## src/rtl/jtframe_db15_joy.sv

```systemverilog
// DB15 adapter reader: clocks a 24-bit 74HC165 chain and turns each scan into two active-high player words.
// Latency: one frame of (GAP+50)*CLK_DIV+1 clocks per commit. No backpressure: joy_valid is a one-cycle pulse.
// Optional JTFRAME_DB15_DEBOUNCE_EN: commit only when two consecutive scans read identical raw data.
module jtframe_db15_joy #(
    parameter int CLK_DIV = 48,
    parameter int GAP     = 64
) (
    input  logic        clk,
    input  logic        rst_n,
    input  logic [1:0]  mode,
    input  logic        joy_data,
    output logic        joy_clk,
    output logic        joy_load,
    output logic [11:0] joy1,
    output logic [11:0] joy2,
    output logic        joy_valid
);

    localparam int CNT_W = (CLK_DIV > 2) ? $clog2(CLK_DIV) : 1;
    localparam int GAP_W = $clog2(GAP + 1);

    localparam logic [1:0] ST_IDLE  = 2'd0;
    localparam logic [1:0] ST_LOAD  = 2'd1;
    localparam logic [1:0] ST_SHIFT = 2'd2;
    localparam logic [1:0] ST_DONE  = 2'd3;

    logic [CNT_W-1:0] cnt;
    logic             tick;
    logic [1:0]       state;
    logic [GAP_W-1:0] gap_cnt;
    logic             load_cnt;
    logic             phase;
    logic [4:0]       k;
    logic [23:0]      raw;
    logic             commit_ok;

`ifdef JTFRAME_DB15_DEBOUNCE_EN
    logic [23:0] prev_raw;

    always_comb begin
        commit_ok = (raw == prev_raw);
    end

    always_ff @(posedge clk) begin
        if (!rst_n || mode == 2'd0) begin
            prev_raw <= '0;
        end else if (state == ST_DONE) begin
            prev_raw <= raw;
        end
    end
`else
    always_comb begin
        commit_ok = 1'b1;
    end
`endif

    always_comb begin
        tick = (cnt == CNT_W'(CLK_DIV - 1));
    end

    // Tick counter is frozen during DONE, which is what makes a frame one clock longer than a tick multiple.
    always_ff @(posedge clk) begin
        if (!rst_n || mode == 2'd0) begin
            cnt <= '0;
        end else if (state != ST_DONE) begin
            cnt <= tick ? '0 : cnt + 1'b1;
        end
    end

    always_ff @(posedge clk) begin
        if (!rst_n || mode == 2'd0) begin
            state     <= ST_IDLE;
            gap_cnt   <= '0;
            load_cnt  <= 1'b0;
            phase     <= 1'b0;
            k         <= '0;
            joy_clk   <= 1'b1;
            joy_load  <= 1'b1;
            joy1      <= '0;
            joy2      <= '0;
            joy_valid <= 1'b0;
            if (!rst_n) begin
                raw <= '0;
            end
        end else begin
            joy_valid <= 1'b0;
            case (state)
                ST_IDLE: begin
                    if (tick) begin
                        if (gap_cnt == GAP_W'(GAP - 1)) begin
                            gap_cnt  <= '0;
                            load_cnt <= 1'b0;
                            joy_load <= 1'b0;
                            state    <= ST_LOAD;
                        end else begin
                            gap_cnt <= gap_cnt + 1'b1;
                        end
                    end
                end
                ST_LOAD: begin
                    if (tick) begin
                        if (load_cnt) begin
                            joy_load <= 1'b1;
                            k        <= '0;
                            phase    <= 1'b0;
                            state    <= ST_SHIFT;
                        end else begin
                            load_cnt <= 1'b1;
                        end
                    end
                end
                ST_SHIFT: begin
                    if (tick) begin
                        if (!phase) begin
                            joy_clk <= 1'b0;
                            phase   <= 1'b1;
                        end else begin
                            // Sample on the edge that raises joy_clk; the adapter shifts on that rise.
                            raw[k]  <= joy_data;
                            joy_clk <= 1'b1;
                            phase   <= 1'b0;
                            k       <= k + 5'd1;
                            if (k == 5'd23) begin
                                state <= ST_DONE;
                            end
                        end
                    end
                end
                ST_DONE: begin
                    if (commit_ok) begin
                        joy1      <= ~raw[11:0];
                        joy2      <= (mode == 2'd1) ? 12'd0 : ~raw[23:12];
                        joy_valid <= 1'b1;
                    end
                    gap_cnt <= '0;
                    state   <= ST_IDLE;
                end
                default: begin
                    state <= ST_IDLE;
                end
            endcase
        end
    end

endmodule
```

## config.mk

```make
export PLATFORM = sky130hd
export DESIGN_NAME = jtframe_db15_joy
export DESIGN_NICKNAME = d
export VERILOG_FILES = /design/src/rtl/jtframe_db15_joy.sv
export SDC_FILE = /design/constraint.sdc
export NUM_CORES = 1
export LEC_CHECK = 0
export CAP_MARGIN = 20
export CORE_MARGIN = 5
export CORE_UTILIZATION = 35
export CTS_BUF_LIST = sky130_fd_sc_hd__clkbuf_4 sky130_fd_sc_hd__clkbuf_8
export CTS_CLUSTER_DIAMETER = 80
export DETAILED_ROUTE_END_ITERATION = 10
export GPL_TIMING_DRIVEN = 0
export PLACE_DENSITY_LB_ADDON = 0.05
export SETUP_SLACK_MARGIN = 0.05
export SYNTH_ARGS = -nofsm -noshare
export SYNTH_HDL_FRONTEND = slang
export SYNTH_SLANG_ARGS = --single-unit
```

## constraint.sdc

```tcl
create_clock -name clk -period 4.8 [get_ports clk]
set_clock_uncertainty 0.2 [all_clocks]
set_input_delay 0.96 -clock clk [delete_from_list [all_inputs] [get_ports clk]]
set_output_delay 0.96 -clock clk [all_outputs]
set_load 0.02 [all_outputs]
```

==> metrics.md <==
| Metric | Value |
|---|---|
| Status | complete, no violations |
| Vias in the first global route | 2860 |
| Initial antenna violation count | 0 |
| Register area share after synthesis | between 40 and 50% |
| Worst VDD drop | approximately 0.14 mV |
| Hold Path Class | flip-flop to flip-flop |
| CTS Hold Bufs | 0 |
| Area growth syn-to-layout | 20.4% |
| Setup bufs post-CTS | 0 |
| Effective utilization at floorplan | 35.7% |
| Most common cell in the synthesized netlist | nor2_1 |
| Dpl cells | 563 |
| Clk network pwr share | 40.9% |
| Power Dens Cells | roughly 290 nW/um2 |
| Total Routed Length | 8.68 mm |
| PnR worst setup slack | 1.75 ns |
| WP data arrival | 2.91 ns |
| Area leader, netlist | dfxtp_1 |
| Post-synth top flop | dfxtp_1 |
| Cell area after synthesis | around 3500 um2 |
| Final HPWL DP | just over 6 mm |
| CP most frequent cell | clkbuf_1 |
| #FFs+latches synth | 73 |
| DRT iter0 DRCs | 126 |
| Sw Share | 23.1% |
| Max-cap viol count | 0 |
| Static leakage | 1.47 nW |
| Worst setup path class | primary input to flip-flop |
| Slew HR | about 42% |
| Pre-Repair DR Iteration Count | 4 |
| Clock period minus worst slack | 3.05 ns |
| Worst setup EP type | flip-flop |
| Gr ovfl total | 0 |
| Layout Nets | around 460 |
| Non-filler cells, final | ~580 |
| ANT cells | 0 |
| CP Cell Sequence | clkdlybuf4s50_1 > o21ai_0 > clkbuf_1 > clkbuf_1 > a21oi_1 |
| Slew Limit Fails | 0 |
| Clock-pin slew on the worst setup and hold paths | 0.08 ns |
| Pre-CTS setup slack | roughly 1.4 ns |
| Max Fclk | 328 MHz |
| Die H | 109 um |
| Top-Level Pins | 32 |
| Ratio of cells with drive above 1 in the final layout | around 7.6% |
| Vias | between 2000 and 3000 |
| Cell count after synthesis | 398 |
| First-pass GRT wire length | around 14 mm |
| Die ar. | 12000 um2 |
| TritonCTS clock tree | yes |
| PortBufs | 31 |
| Post-cts resize count | 0 |
| Crit start category | primary input |
| Warnings from Yosys | 0 |
| Pint | 0.919 mW |
| Vias per cell | 5.03 |
| Final setup TNS | 0 ns |
| Synth top area share | 28.4% |
| Sequential Power Share | ~55% |
| Mean Syn Cell Area | 8.68 um2 |
| Hold WS | roughly 0.26 ns |
| Number of synthesized flops with an enable pin | 24 |
| Overall Power | 1.19 mW |
| DR WL/cell | 15.0 um |
| Required time of the critical path | between 4 and 5 ns |
| Syn nets | 414 |
| Slowest CP cell | clkbuf_1 |
| Worst-case clock buffer depth | 2 |
| CP peak stage delay | 0.52 ns |
| Logic gate share of total power | under 10% |
| Core Box Area | 9680 um2 |
| Antenna-violating nets left | 0 |
| CTS buffer count | 9 |
| Ys async rst share | 0% |
| Top post-synthesis cells by area | dfxtp_1 28%, edfxtp_1 21%, nor2_1 6.5% |
| CTS Sinks | 73 |
| Fin. Hold Viols | 0 |
| Chip Width | 109 um |
| Row Count | 36 |
| Worst-margin pin slew | 0.863 ns |
| RSZ-0062 raised after global routing | no |
| Final setup fails | 0 |
| H-tree depth | 3 |
| Gp weighted congestion | between 0.7 and 0.8 |
| Fraction of the cycle the final worst path needs | 63.5% |
| DRC | 0 |
| GRT Total Usage | around 15% |
| Synth top cells by count | 60 x nor2_1, 55 x nand2_1, 49 x dfxtp_1 |
| Clock latency on the worst-skew pair | 0.34 ns |
| Critical-path maximum fanout | 10 |
| Switching Power | 0.276 mW |
| Root Driver | clkbuf_8 |
| Largest net degree at the start of global routing | 15 |
| Synth cell types | 42 |
-- kinds of logic after synthesis --
family                     Yosys count  synth area share [%]
adders and majority gates           11                  3.98
AOI/OAI and AO/OA                   88                  15.1
and+or+nand+nor                    179                  23.4
buffers and inverters               35                  4.42
DFF                                 73                  49.3
xor gates and xnor gates             1                 0.254
muxes                               11                  3.59
-- path summary, 6_finish.rpt --
| check | from | to | slack (ns) | cells past startpoint |
|---|---|---|---|---|
| setup reg to reg | state[0] | raw[18] | 2.22 | 6 |
| hold reg to reg | raw[3] | joy1[3] | 0.26 | 1 |
| setup / recovery | mode[0] | raw[2] | 1.75 | 5 |
| hold / removal | raw[3] | joy1[3] | 0.26 | 1 |
-- cells in the final DEF, fill, tap and decap left out, drive strengths merged, types with 3 or more instances in the layout --
cell / instances
nor2: 60
nand2: 55
dfxtp: 49
a21oi: 44
nand3: 37
clkdlybuf4s50: 31
clkbuf: 29
edfxtp: 24
o21ai: 18
a211oi: 14
ha: 11
mux2i: 10
inv: 9
buf: 9
nor3: 6
clkinv: 4
nand2b: 3
a31oi: 3
nand4: 3
and2: 3
-- power groups by stage --
stage | Combinational (mW) | Clock [mW] | Sequential (mW)
2_1_floorplan | 0.0277 | 0 | 0.672
3_3_place_gp | 0.0452 | 0 | 0.675
3_5_place_dp | 0.0481 | 0 | 0.674
4_1_cts | 0.0483 | 0.503 | 0.660
5_1_grt | 0.0528 | 0.532 | 0.661
6_report | 0.0470 | 0.488 | 0.660
-- worst max-delay path, delay by kind of cell --
kind	cells	cell delay, ns
buf+inv	3	1.44
compound gates	2	0.50
-- layer usage --
layer	vias up	wire, um	GRT usage, %
met5	-	0	0
met4	0	85	5.08
li1	1477	-	-
met1	1396	4170	20.4
met2	34	4170	25.5
met3	5	254	2.64
-- stage by stage --
stage / util [%] / area, um2
floorplan: - / 3450
global placement: 40.6 / 3930
detailed placement: 40.9 / 3960
CTS: 42.9 / 4160
global route: 42.9 / 4160
finish: 42.9 / 4160
-- layout make-up --
| cell class | count | area (um2) |
|---|---|---|
| Fill cell | 983 | 5530 |
| Sequential cell | 73 | 1700 |
| Multi-Input combinational cell | 290 | 1600 |
| Timing Repair Buffer | 32 | 338 |
| Tap cell | 133 | 166 |
| Clock buffer | 11 | 139 |
| Buffer | 26 | 119 |
| Clock inverter | 5 | 57.6 |
| Inverter | 9 | 33.8 |
-- registers in the layout (all words and copies together) (netlist names) --
signal / count
joy2: 12
gap_cnt: 7
raw: 24
cnt: 6
joy_load: 1
joy1: 12
k: 5
joy_clk: 1
phase: 1
joy_valid: 1
load_cnt: 1
state: 2
No activity file was read; power rests on OpenSTA's default activity.
